**src/rtl/fifo_uart_tx_if.sv**
```systemverilog
// Read side of the single-clock FIFO as seen by the UART transmitter.
// master = consumer (drives the read strobe), slave = FIFO.
interface fifo_rd_if #(
  parameter int DATA_WIDTH = 8
);
  logic                  fifo_rd_en;
  logic                  fifo_empty;
  logic [DATA_WIDTH-1:0] fifo_data;

  modport master (
    output fifo_rd_en,
    input  fifo_empty,
    input  fifo_data
  );

  modport slave (
    input  fifo_rd_en,
    output fifo_empty,
    output fifo_data
  );
endinterface

```
**src/rtl/fifo_uart_tx.sv**
```systemverilog
// UART transmit stage: pulls one word per frame from the FIFO and
// serialises it as start, LSB-first data, optional even parity, stop.
module fifo_uart_tx #(
  parameter int DATA_WIDTH   = 8,
  parameter int CLKS_PER_BIT = 16,
  parameter int PARITY_EN    = 0
) (
  input  logic      clk,
  input  logic      rst,
  input  logic      tx_enable,
  fifo_rd_if.master fifo,
  output logic      tx,
  output logic      busy,
  output logic      frame_done
);
  localparam int BW =
    (CLKS_PER_BIT > 2) ? $clog2(CLKS_PER_BIT) : 1;
  localparam int CW = $clog2(DATA_WIDTH + 1);
  localparam logic [BW-1:0] BAUD_LAST = BW'(CLKS_PER_BIT - 1);
  localparam logic [BW-1:0] BAUD_PRE  = BW'(CLKS_PER_BIT - 2);
  localparam logic [CW-1:0] BIT_LAST  = CW'(DATA_WIDTH - 1);

  typedef enum logic [2:0] {
    S_IDLE,
    S_FETCH,
    S_LATCH,
    S_START,
    S_DATA,
    S_PARITY,
    S_STOP
  } state_t;

  state_t                r_state;
  logic [DATA_WIDTH-1:0] r_shift;
  logic [BW-1:0]         r_baud;
  logic [CW-1:0]         r_bit;
  logic                  r_par;
  logic                  r_tx;
  logic                  r_busy;
  logic                  r_rd_en;
  logic                  r_done;
  logic                  w_last;
  logic [DATA_WIDTH-1:0] w_shift_nx;

  assign w_last     = (r_baud == BAUD_LAST);
  assign w_shift_nx = r_shift >> 1;

  assign tx              = r_tx;
  assign busy            = r_busy;
  assign frame_done      = r_done;
  assign fifo.fifo_rd_en = r_rd_en;

  always_ff @(posedge clk or negedge rst) begin
    if (!rst) begin
      r_state <= S_IDLE;
      r_shift <= '0;
      r_baud  <= '0;
      r_bit   <= '0;
      r_par   <= 1'b0;
      r_tx    <= 1'b1;
      r_busy  <= 1'b0;
      r_rd_en <= 1'b0;
      r_done  <= 1'b0;
    end else begin
      r_rd_en <= 1'b0;
      r_done  <= 1'b0;
      unique case (r_state)
        S_IDLE: begin
          r_tx <= 1'b1;
          if (tx_enable && !fifo.fifo_empty) begin
            r_rd_en <= 1'b1;
            r_busy  <= 1'b1;
            r_state <= S_FETCH;
          end
        end
        // FIFO registers its read data on this edge
        S_FETCH: r_state <= S_LATCH;
        S_LATCH: begin
          r_shift <= fifo.fifo_data;
          r_par   <= ^fifo.fifo_data;
          r_tx    <= 1'b0;
          r_baud  <= '0;
          r_bit   <= '0;
          r_state <= S_START;
        end
        S_START: begin
          if (w_last) begin
            r_baud  <= '0;
            r_tx    <= r_shift[0];
            r_state <= S_DATA;
          end else begin
            r_baud <= r_baud + 1'b1;
          end
        end
        S_DATA: begin
          if (w_last) begin
            r_baud  <= '0;
            r_shift <= w_shift_nx;
            r_bit   <= r_bit + 1'b1;
            if (r_bit != BIT_LAST) begin
              r_tx <= w_shift_nx[0];
            end else if (PARITY_EN != 0) begin
              r_tx    <= r_par;
              r_state <= S_PARITY;
            end else begin
              r_tx    <= 1'b1;
              r_state <= S_STOP;
            end
          end else begin
            r_baud <= r_baud + 1'b1;
          end
        end
        S_PARITY: begin
          if (w_last) begin
            r_baud  <= '0;
            r_tx    <= 1'b1;
            r_state <= S_STOP;
          end else begin
            r_baud <= r_baud + 1'b1;
          end
        end
        S_STOP: begin
          if (w_last) begin
            r_baud  <= '0;
            r_busy  <= 1'b0;
            r_state <= S_IDLE;
          end else begin
            // registered, so raise one cycle ahead of the last one
            r_done <= (r_baud == BAUD_PRE);
            r_baud <= r_baud + 1'b1;
          end
        end
        default: r_state <= S_IDLE;
      endcase
    end
  end
endmodule

```
**src/flat_wrapper.sv**
```systemverilog
// flat-port wrapper written by rule: the top's interface ports become plain ports
module fifo_uart_tx_flat 
#(
  parameter int DATA_WIDTH   = 8,
  parameter int CLKS_PER_BIT = 16,
  parameter int PARITY_EN    = 0
)
  (clk, rst, tx_enable, tx, busy, frame_done, fifo_fifo_rd_en, fifo_fifo_empty, fifo_fifo_data);
  fifo_rd_if #(.DATA_WIDTH(DATA_WIDTH)) fifo_i ();
  input  logic clk;
  input  logic rst;
  input  logic tx_enable;
  output logic tx;
  output logic busy;
  output logic frame_done;
  output wire logic [$bits(fifo_i.fifo_rd_en)-1:0] fifo_fifo_rd_en;
  input wire logic [$bits(fifo_i.fifo_empty)-1:0] fifo_fifo_empty;
  input wire logic [$bits(fifo_i.fifo_data)-1:0] fifo_fifo_data;
  assign fifo_fifo_rd_en = fifo_i.fifo_rd_en;
  assign fifo_i.fifo_empty = fifo_fifo_empty;
  assign fifo_i.fifo_data = fifo_fifo_data;
  fifo_uart_tx #(.DATA_WIDTH(DATA_WIDTH), .CLKS_PER_BIT(CLKS_PER_BIT), .PARITY_EN(PARITY_EN)) u_core (.clk(clk), .rst(rst), .tx_enable(tx_enable), .fifo(fifo_i), .tx(tx), .busy(busy), .frame_done(frame_done));
endmodule
```
**config.mk**
```make
export PLATFORM = sky130hd
export DESIGN_NAME = fifo_uart_tx_flat
export DESIGN_NICKNAME = d
export VERILOG_FILES = /design/src/rtl/fifo_uart_tx_if.sv /design/src/rtl/fifo_uart_tx.sv /design/src/flat_wrapper.sv
export SDC_FILE = /design/constraint.sdc
export NUM_CORES = 1
export LEC_CHECK = 0
export BUFFER_PORTS_ARGS = -buffer_cell sky130_fd_sc_hd__buf_2
export CORE_ASPECT_RATIO = 1.2
export CORE_MARGIN = 3
export CORE_UTILIZATION = 47
export CTS_BUF_LIST = sky130_fd_sc_hd__clkbuf_8
export DETAILED_ROUTE_END_ITERATION = 8
export HOLD_SLACK_MARGIN = 0.1
export PLACE_DENSITY = 0.71
export SLEW_MARGIN = 20
export SYNTH_ARGS = -nofsm -noshare
export SYNTH_HDL_FRONTEND = slang
export SYNTH_SLANG_ARGS = --single-unit
export TNS_END_PERCENT = 50
```
**constraint.sdc**
```tcl
create_clock -name clk -period 2.1 [get_ports clk]
set_clock_uncertainty 0.15 [all_clocks]
set_input_delay 0.42 -clock clk [delete_from_list [all_inputs] [get_ports clk]]
set_output_delay 0.42 -clock clk [all_outputs]
set_load 0.02 [all_outputs]
```
# Word level (Yosys, flattened, before mapping)
# Cells that the tools add are included.
# totals
mem_bits_ro,0
reg_bits,23
mem_count,0
inputBits,12
mem_bits_rw,0
latchBits,0
output_inout_bits,4
# op_classes
n_mux,25
add_sub_neg,2
multipliers,0
n_reduce_logical,12
div,0
bitwise,0
n_lt_le_gt_ge,0
n_eq_ne,15
shift,0
# op_table
cell,n
one-hot mux 3 bit (7 select lines),1
2-to-1 mux 3 bit,6
one-hot mux 4 bit (2 select lines),2
one-hot mux 8 bit (2 select lines),1
2-to-1 mux 1 bit,10
inequality test 2 x 1 -> 1 bit (second input constant),5
== test 3 bit (second input constant),3
adder 4 x 1 -> 4 bit (second input constant),2
== test 4 bit (second input constant),2
2-to-1 mux 4 bit,2
2-to-1 mux 8 bit,1
== test 3 x 2 -> 1 bit (second input constant),2
AND reduction 6 bit,1
nonzero test 2 bit,3
one-hot mux 1 bit (5 select lines),1
nonzero test 5 bit,1
inequality test 4 x 3 -> 1 bit (second input constant),1
AND reduction 4 bit,1
OR reduction 4 bit,1
== test 3 x 1 -> 1 bit (second input constant),1
logical NOT 3 bit,1
AND reduction 3 bit,1
inequality test 2 bit (second input constant),1
one-hot mux 1 bit (2 select lines),1
3 further kinds,3

# Logic depth before layout (Yosys ltp)
# Gate-level depths: netlist of run 1.
# depth
word_depth,4
ltp_mapped,6

# Least setup slack after synthesis of run 1
# OpenSTA, ideal clock, no wires.
# synth_path
path_kind,register to register
from,register u_core.r_baud[0]
to,register u_core.r_shift[0]
setup_ps,125
synth_period_minus_slack_ps,1784
n_path_buf,1
stages_incl_launch_ff,7
arrival_time_ps,1508
slack_ps,316
cell_sequence,dfrtp_1 -> ha_1 -> nand4_1 -> nor2_2 -> o21ba_1 -> buf_6 -> mux2_4
# synth_between
elab_chain_cells,3
# synth_lines
element,line,rtl
"start, declared",fifo_uart_tx.sv:35,logic [BW-1:0] r_baud;
"start signal, assigned",fifo_uart_tx.sv:92,r_baud <= r_baud + 1'b1;
"start signal, assigned",fifo_uart_tx.sv:110,r_baud <= r_baud + 1'b1;
"start signal, assigned",fifo_uart_tx.sv:119,r_baud <= r_baud + 1'b1;
== test 4 bit,fifo_uart_tx.sv:45,assign w_last = (r_baud == BAUD_LAST);
inequality test 2 x 1 -> 1 bit (no source line),-,
AND reduction 2 bit (no source line),-,
"end signal, assigned",fifo_uart_tx.sv:79,r_shift <= fifo.fifo_data;
"end signal, assigned",fifo_uart_tx.sv:98,r_shift <= w_shift_nx;
"end, declared",fifo_uart_tx.sv:34,logic [DATA_WIDTH-1:0] r_shift;
# Every way passes these cells.
# A chain may end at the register's enable or synchronous reset.

# Worst setup path after layout of run 1
# layout_path
from,register u_core.r_baud[0]
to,register u_core.r_shift[1]
# The elaborated chain is that of the path after synthesis.

==> results of run 1 <==
cell families after synthesis:
| logic type | Yosys count |
|---|---|
| muxes | 17 |
| AOI/OAI and AO/OA | 42 |
| DFF | 23 |
| and+or+nand+nor | 38 |
| buffers and inverters | 20 |
| adders and majority gates | 3 |
worst paths after layout:
check / slack (ns) / end
min in group asynchronous: 0.50 / u_core.fifo.fifo_rd_en
worst min-delay path: 0.28 / u_core.fifo.fifo_rd_en
worst min register to register: 0.37 / u_core.r_shift[3]
worst max-delay path: 0.20 / u_core.r_shift[1]
worst max register to register: 0.20 / u_core.r_shift[1]
max in group asynchronous: 0.94 / u_core.tx
layout make-up:
type | count | area (um2)
Fill cell | 247 | 1230
Multi-Input combinational cell | 100 | 739
Sequential cell | 23 | 577
Timing Repair Buffer | 26 | 173
Tap cell | 34 | 42.5
Clock buffer | 3 | 41.3
Inverter | 8 | 30.0
Clock inverter | 1 | 3.75
cell usage in the layout, fill, tap and decap left out, types with 6 or more instances in the layout:
cell type,Yosys,layout
dfrtp_1,22,22
buf_4,2,9
a21oi_1,8,8
mux2_2,8,8
o21ai_0,8,8
nand2_1,8,8
mux2_4,7,7
nor2_1,6,6
inv_1,8,9
buf_2,7,15
repair_timing:
item | 4_1_cts | 5_1_grt
setup buffers | 0 | 0
hold buffers | 1 | 0
endpoints found under the hold margin | 22 | 0
registers in the layout, summed over array words and instances (netlist names):
register	flops
u_core.busy	1
u_core.r_bit	4
u_core.r_baud	4
u_core.r_shift	8
u_core.r_state	3
u_core.tx	1
u_core.fifo.fifo_rd_en	1
u_core.frame_done	1
tightest hold or removal path, delay by kind of cell:
kind	cells	cell delay, ns
and+or+nand+nor	2	0.14
buffers and inverters	1	0.11
routing by layer:
| metal | global-route usage (%) | wire length (um) |
|---|---|---|
| met2 | 28.9 | 1470 |
| met5 | 0 | 0 |
| met1 | 23.0 | 1270 |
| met4 | 10.7 | 100 |
| met3 | 2.15 | 139 |
power by group through the flow:
| stage | clock (mW) | combinational [mW] | sequential (mW) |
|---|---|---|---|
| 2_1_floorplan | 0 | 0.0180 | 0.464 |
| 3_3_place_gp | 0 | 0.0390 | 0.464 |
| 3_5_place_dp | 0 | 0.0412 | 0.464 |
| 4_1_cts | 0.286 | 0.0424 | 0.456 |
| 5_1_grt | 0.295 | 0.0471 | 0.457 |
| 6_report | 0.274 | 0.0409 | 0.456 |
==> flow_metrics.env, run 1 <==
export IMPL_status="complete, no violations"
export IMPL_r2r_cells=6
export IMPL_endpoint_kind="flip-flop"
export IMPL_synth_cell_types=43
export IMPL_finalHoldViolCount=0
export IMPL_syn_instance_count=143
export IMPL_synth_async_reset_ratio_pct=100
export IMPL_swShare_pct=21.5
export IMPL_synth_simple_area_share_pct=14.3
export IMPL_cts_buffers=3
export IMPL_hold_path_depth=3
export IMPL_drcViolationCount=0
export IMPL_pwr_share_comb_pct=5.3
export IMPL_rows=21
export IMPL_period_share_pct=90.7
export IMPL_fmax_ghz=0.525
export IMPL_synth_enable_flop_cells=0
export IMPL_internal_power_mw=0.605
export IMPL_overflow=0
export IMPL_crit_fanout=7
export IMPL_clock_latency_ns=0.27
export IMPL_yosysMostFrequentCell="dfrtp_1"
export IMPL_grt_pass1_wl_um=5220
export IMPL_syn_to_final_growth_pct=12.3
export IMPL_place_area_mm2=0.00155
export IMPL_synth_compound_area_share_pct=19.7
export IMPL_synth_area_leaders="dfrtp_1, mux2_4, mux2_2, a21oi_1, o21ai_0"
export IMPL_p_leak_nw=0.791
export IMPL_ant_nets=0
export IMPL_setup_ws_ns=0.195
export IMPL_htreeDepth=1
export IMPL_powerDensity_mw_per_mm2=480
export IMPL_postSynthAreaPerCell_um2=10.0
export IMPL_dp_cells=190
export IMPL_antenna_found_initial=0
export IMPL_num_antenna_cells=0
export IMPL_grt_pass1_vias=1114
export IMPL_synthAdderAreaFrac_pct=2.62
export IMPL_worst_pin_slew_ns=0.506
export IMPL_synthesis_nets=158
export IMPL_first_pass_iters=4
export IMPL_period_needed_ns=1.90
export IMPL_hp_start="tx_enable"
export IMPL_place_ws_ns=0.225
export IMPL_drv_cap=0
export IMPL_drv_slew=0
export IMPL_synth_xor_xnor_area_share_pct=0
export IMPL_synth_top_area_share_pct=38.5
export IMPL_place_hpwl_um=2140
export IMPL_crit_slowest_cell="dfrtp_1"
export IMPL_critPathMaxStageDelay_ns=0.44
export IMPL_instances_no_fill=195
export IMPL_synth_warnings=0
export IMPL_grtUsageTotal_pct=18.0
export IMPL_ir_drop_mv=0.306
export IMPL_synth_ff_type="dfrtp_1"
export IMPL_cts_resized=0
export IMPL_io_pins=16
export IMPL_routed_wl_um=2970
export IMPL_cts_root_buf="clkbuf_8"
export IMPL_cp_num_buf_inv=1
export IMPL_startpoint="u_core.r_baud[0]"
export IMPL_drt_initial_drc_count=46
export IMPL_syn_area_mm2=0.00143
export IMPL_path_class="reg2reg"
export IMPL_cts_sinks=23
export IMPL_cts_tree="built"
export IMPL_setup_tns_ns=0
export IMPL_viasPerCell=6.04
export IMPL_holdWs_ns=0.280
export IMPL_startpoint_type="flip-flop"
export IMPL_p_switching_mw=0.165
export IMPL_path_delay_family="flip-flops"
export IMPL_crit_arrival_ns=1.91
export IMPL_timing_hold_worst_class="in2reg"
export IMPL_start_util_pct=50.4
export IMPL_required_ns=2.11
export IMPL_gp_congestion=0.952
export IMPL_cp_depth=6
export IMPL_synth_mux_area_share_pct=15.1
export IMPL_die_area_mm2=0.00374
export IMPL_post_route_util_pct=56.6
export IMPL_core_region_area_mm2=0.00284
export IMPL_final_setup_viol_count=0
export IMPL_cts_clk_slew_worst_paths_ns=0.08
export IMPL_clockBufferDepth=2
export IMPL_die_w_um=56.4
export IMPL_die_h_um=66.4
export IMPL_avgRoutedWirePerCell_um=15.2
export IMPL_rsz0062_at_grt="false"
export IMPL_total_power_mw=0.771
export IMPL_port_buffers=15
export IMPL_synth_top_family_by_area="compound AO/OA/AOI/OAI gates"
export IMPL_reg2reg_from="u_core.r_baud[0]"
export IMPL_yosysTopAreaCell="dfrtp_1"
export IMPL_grt_max_degree=24
export IMPL_layout_drive_gt1_share_pct=30.4
export IMPL_max_slew_margin_pct=66.3
export IMPL_stdcell_area_mm2=0.00161
export IMPL_vias=1177
export IMPL_synth_seq_cells=23
export IMPL_pwr_share_clk_pct=35.6
export IMPL_pwr_share_seq_pct=59.1
export IMPL_synth_yosys_seq_area_share_pct=40.3
export IMPL_nNetsFinal=177
export IMPL_path_cells="ha_1 -> nand4_1 -> nor2_2 -> o21ba_1 -> buf_12 -> mux2_4"
Note: power is estimated with default switching activity, not from simulation.
==> run 2: changes to the inputs <==
--- a/config.mk
+++ b/config.mk
@@ -12,7 +12,7 @@
 export CTS_BUF_LIST = sky130_fd_sc_hd__clkbuf_8
 export DETAILED_ROUTE_END_ITERATION = 8
 export HOLD_SLACK_MARGIN = 0.1
-export PLACE_DENSITY = 0.71
+export PLACE_DENSITY = 0.69
 export SLEW_MARGIN = 20
 export SYNTH_ARGS = -nofsm -noshare
 export SYNTH_HDL_FRONTEND = slang
==> flow_metrics.env, run 2 (synthesis results as in run 1) <==
export IMPL_setup_ws_ns=0.124
export IMPL_multi_input_area_um2=742
export IMPL_viasPerCell=6.01
export IMPL_register_area_um2=577
export IMPL_syn_to_final_growth_pct=10.1
export IMPL_place_hpwl_um=2140
export IMPL_drcViolationCount=0
export IMPL_drv_cap=0
export IMPL_die_w_um=56.4
export IMPL_die_h_um=66.4
export IMPL_grt_pass1_wl_um=5370
export IMPL_path_class="reg2reg"
export IMPL_p_leak_nw=0.769
export IMPL_required_ns=2.11
export IMPL_drt_initial_drc_count=53
export IMPL_period_share_pct=94.1
export IMPL_startpoint_type="flip-flop"
export IMPL_routed_wl_um=3050
export IMPL_port_buffers=15
export IMPL_rsz0062_at_grt="false"
export IMPL_worst_pin_slew_ns=0.528
export IMPL_crit_fanout=9
export IMPL_crit_slowest_cell="dfrtp_1"
export IMPL_overflow=0
export IMPL_dp_cells=187
export IMPL_crit_arrival_ns=1.98
export IMPL_max_slew_margin_pct=64.8
export IMPL_stdcell_area_mm2=0.00157
export IMPL_final_cell_mix="dfrtp_1, buf_2, inv_1"
export IMPL_gp_congestion=0.910
export IMPL_grtUsageTotal_pct=18.3
export IMPL_clock_latency_ns=0.27
export IMPL_cts_tree="built"
export IMPL_top_regs="u_core.r_shift (8), u_core.r_baud (4), u_core.r_bit (4)"
export IMPL_path_cells="ha_2 -> nand4_1 -> nor2_2 -> o21ba_1 -> buf_4 -> mux2_4"
export IMPL_die_area_mm2=0.00374
export IMPL_antenna_found_initial=0
export IMPL_cts_root_buf="clkbuf_8"
export IMPL_cts_buffers=3
export IMPL_core_region_area_mm2=0.00284
export IMPL_powerDensity_mw_per_mm2=494
export IMPL_final_setup_viol_count=0
export IMPL_ir_drop_mv=0.310
export IMPL_mostFrequentLayoutCell="dfrtp_1"
export IMPL_instances_no_fill=192
export IMPL_cts_clk_slew_worst_paths_ns=0.09
export IMPL_clockBufferDepth=2
export IMPL_place_area_mm2=0.00152
export IMPL_io_pins=16
export IMPL_fmax_ghz=0.506
export IMPL_avgRoutedWirePerCell_um=15.9
export IMPL_grt_pass1_vias=1120
export IMPL_grt_max_degree=24
export IMPL_num_antenna_cells=0
export IMPL_drv_slew=0
export IMPL_cp_num_buf_inv=1
export IMPL_status="complete, no violations"
export IMPL_vias=1154
export IMPL_nNetsFinal=174
export IMPL_first_pass_iters=4
export IMPL_timing_hold_worst_class="in2reg"
export IMPL_layout_drive_gt1_share_pct=29.7
export IMPL_cts_sinks=23
export IMPL_period_needed_ns=1.98
export IMPL_rows=21
export IMPL_largest_register_ffs=8
export IMPL_critPathMaxStageDelay_ns=0.44
export IMPL_place_ws_ns=0.124
export IMPL_start_util_pct=50.4
export IMPL_path_delay_family="flip-flops"
export IMPL_regMostFlops="u_core.r_shift"
export IMPL_ant_nets=0
export IMPL_setup_tns_ns=0
export IMPL_htreeDepth=1
export IMPL_fill_cells=261
export IMPL_finalHoldViolCount=0
export IMPL_endpoint_kind="flip-flop"
-- run 2: cell count changes in the layout (fill, tap and decap cells not counted) --
| cell | change |
|---|---|
| buf_4 | -2 |
| ha_2 | +1 |
| buf_12 | -1 |
| ha_1 | -1 |
-- run 2: layer usage --
metal / routed length (um) / share of wire (%) / track usage (%)
met1: 1320 / 43 / 23.5
met2: 1520 / 50 / 31.1
met3: 177 / 5.8 / 2.54
met4: 29 / 0.95 / 7.12
met5: 0 / 0 / 0
-- run 2: per-stage QoR --
| step | hold slack (ns) | power, mW | utilization, % |
|---|---|---|---|
| floorplan | -0.0256 | 0.482 | - |
| global placement | 0.271 | 0.503 | 53.4 |
| detailed placement | 0.280 | 0.506 | 53.4 |
| CTS | 0.270 | 0.783 | 55.4 |
| global route | 0.288 | 0.810 | 55.5 |
| finish | 0.271 | 0.778 | 55.5 |
-- run 2: final cells by class --
class	count	share of cell area, %
inverters	8	1.91
well taps	34	2.70
flip-flops and latches	23	36.6
clock inverters	1	0.238
multi-input cells	100	47.1
clock buffers	3	2.62
repair buffers	23	8.74
-- run 2: tightest hold or removal path, delay by kind of cell --
kind / cells / cell delay, ns
simple gates: 2 / 0.16
buf+inv: 1 / 0.08
-- run 2: path summary, 6_finish.rpt --
check / from / to / slack (ns) / depth (start not counted)
worst max-delay path: u_core.r_baud[0] / u_core.r_shift[6] / 0.12 / 6
worst min-delay path: fifo_fifo_empty / u_core.fifo.fifo_rd_en / 0.27 / 3
worst max register to register: u_core.r_baud[0] / u_core.r_shift[6] / 0.12 / 6
worst min register to register: u_core.r_shift[4] / u_core.r_shift[4] / 0.37 / 1
max in group asynchronous: rst / u_core.tx / 0.93 / 2
min in group asynchronous: rst / u_core.fifo.fifo_rd_en / 0.50 / 2
-- run 2: repair_timing --
action | in CTS | in global routing
endpoints found under the setup margin | 0 | 8
buffers inserted | 0 | 0
hold buffers | 1 | 0
hold endpoints to repair | 22 | 0
resized for setup | 0 | 1
-- run 2: report_power, final --
part | internal (mW) | switching [mW]
clock | 0.131 | 0.149
sequential | 0.451 | 0.00457
combinational | 0.0236 | 0.0182
total | 0.606 | 0.172
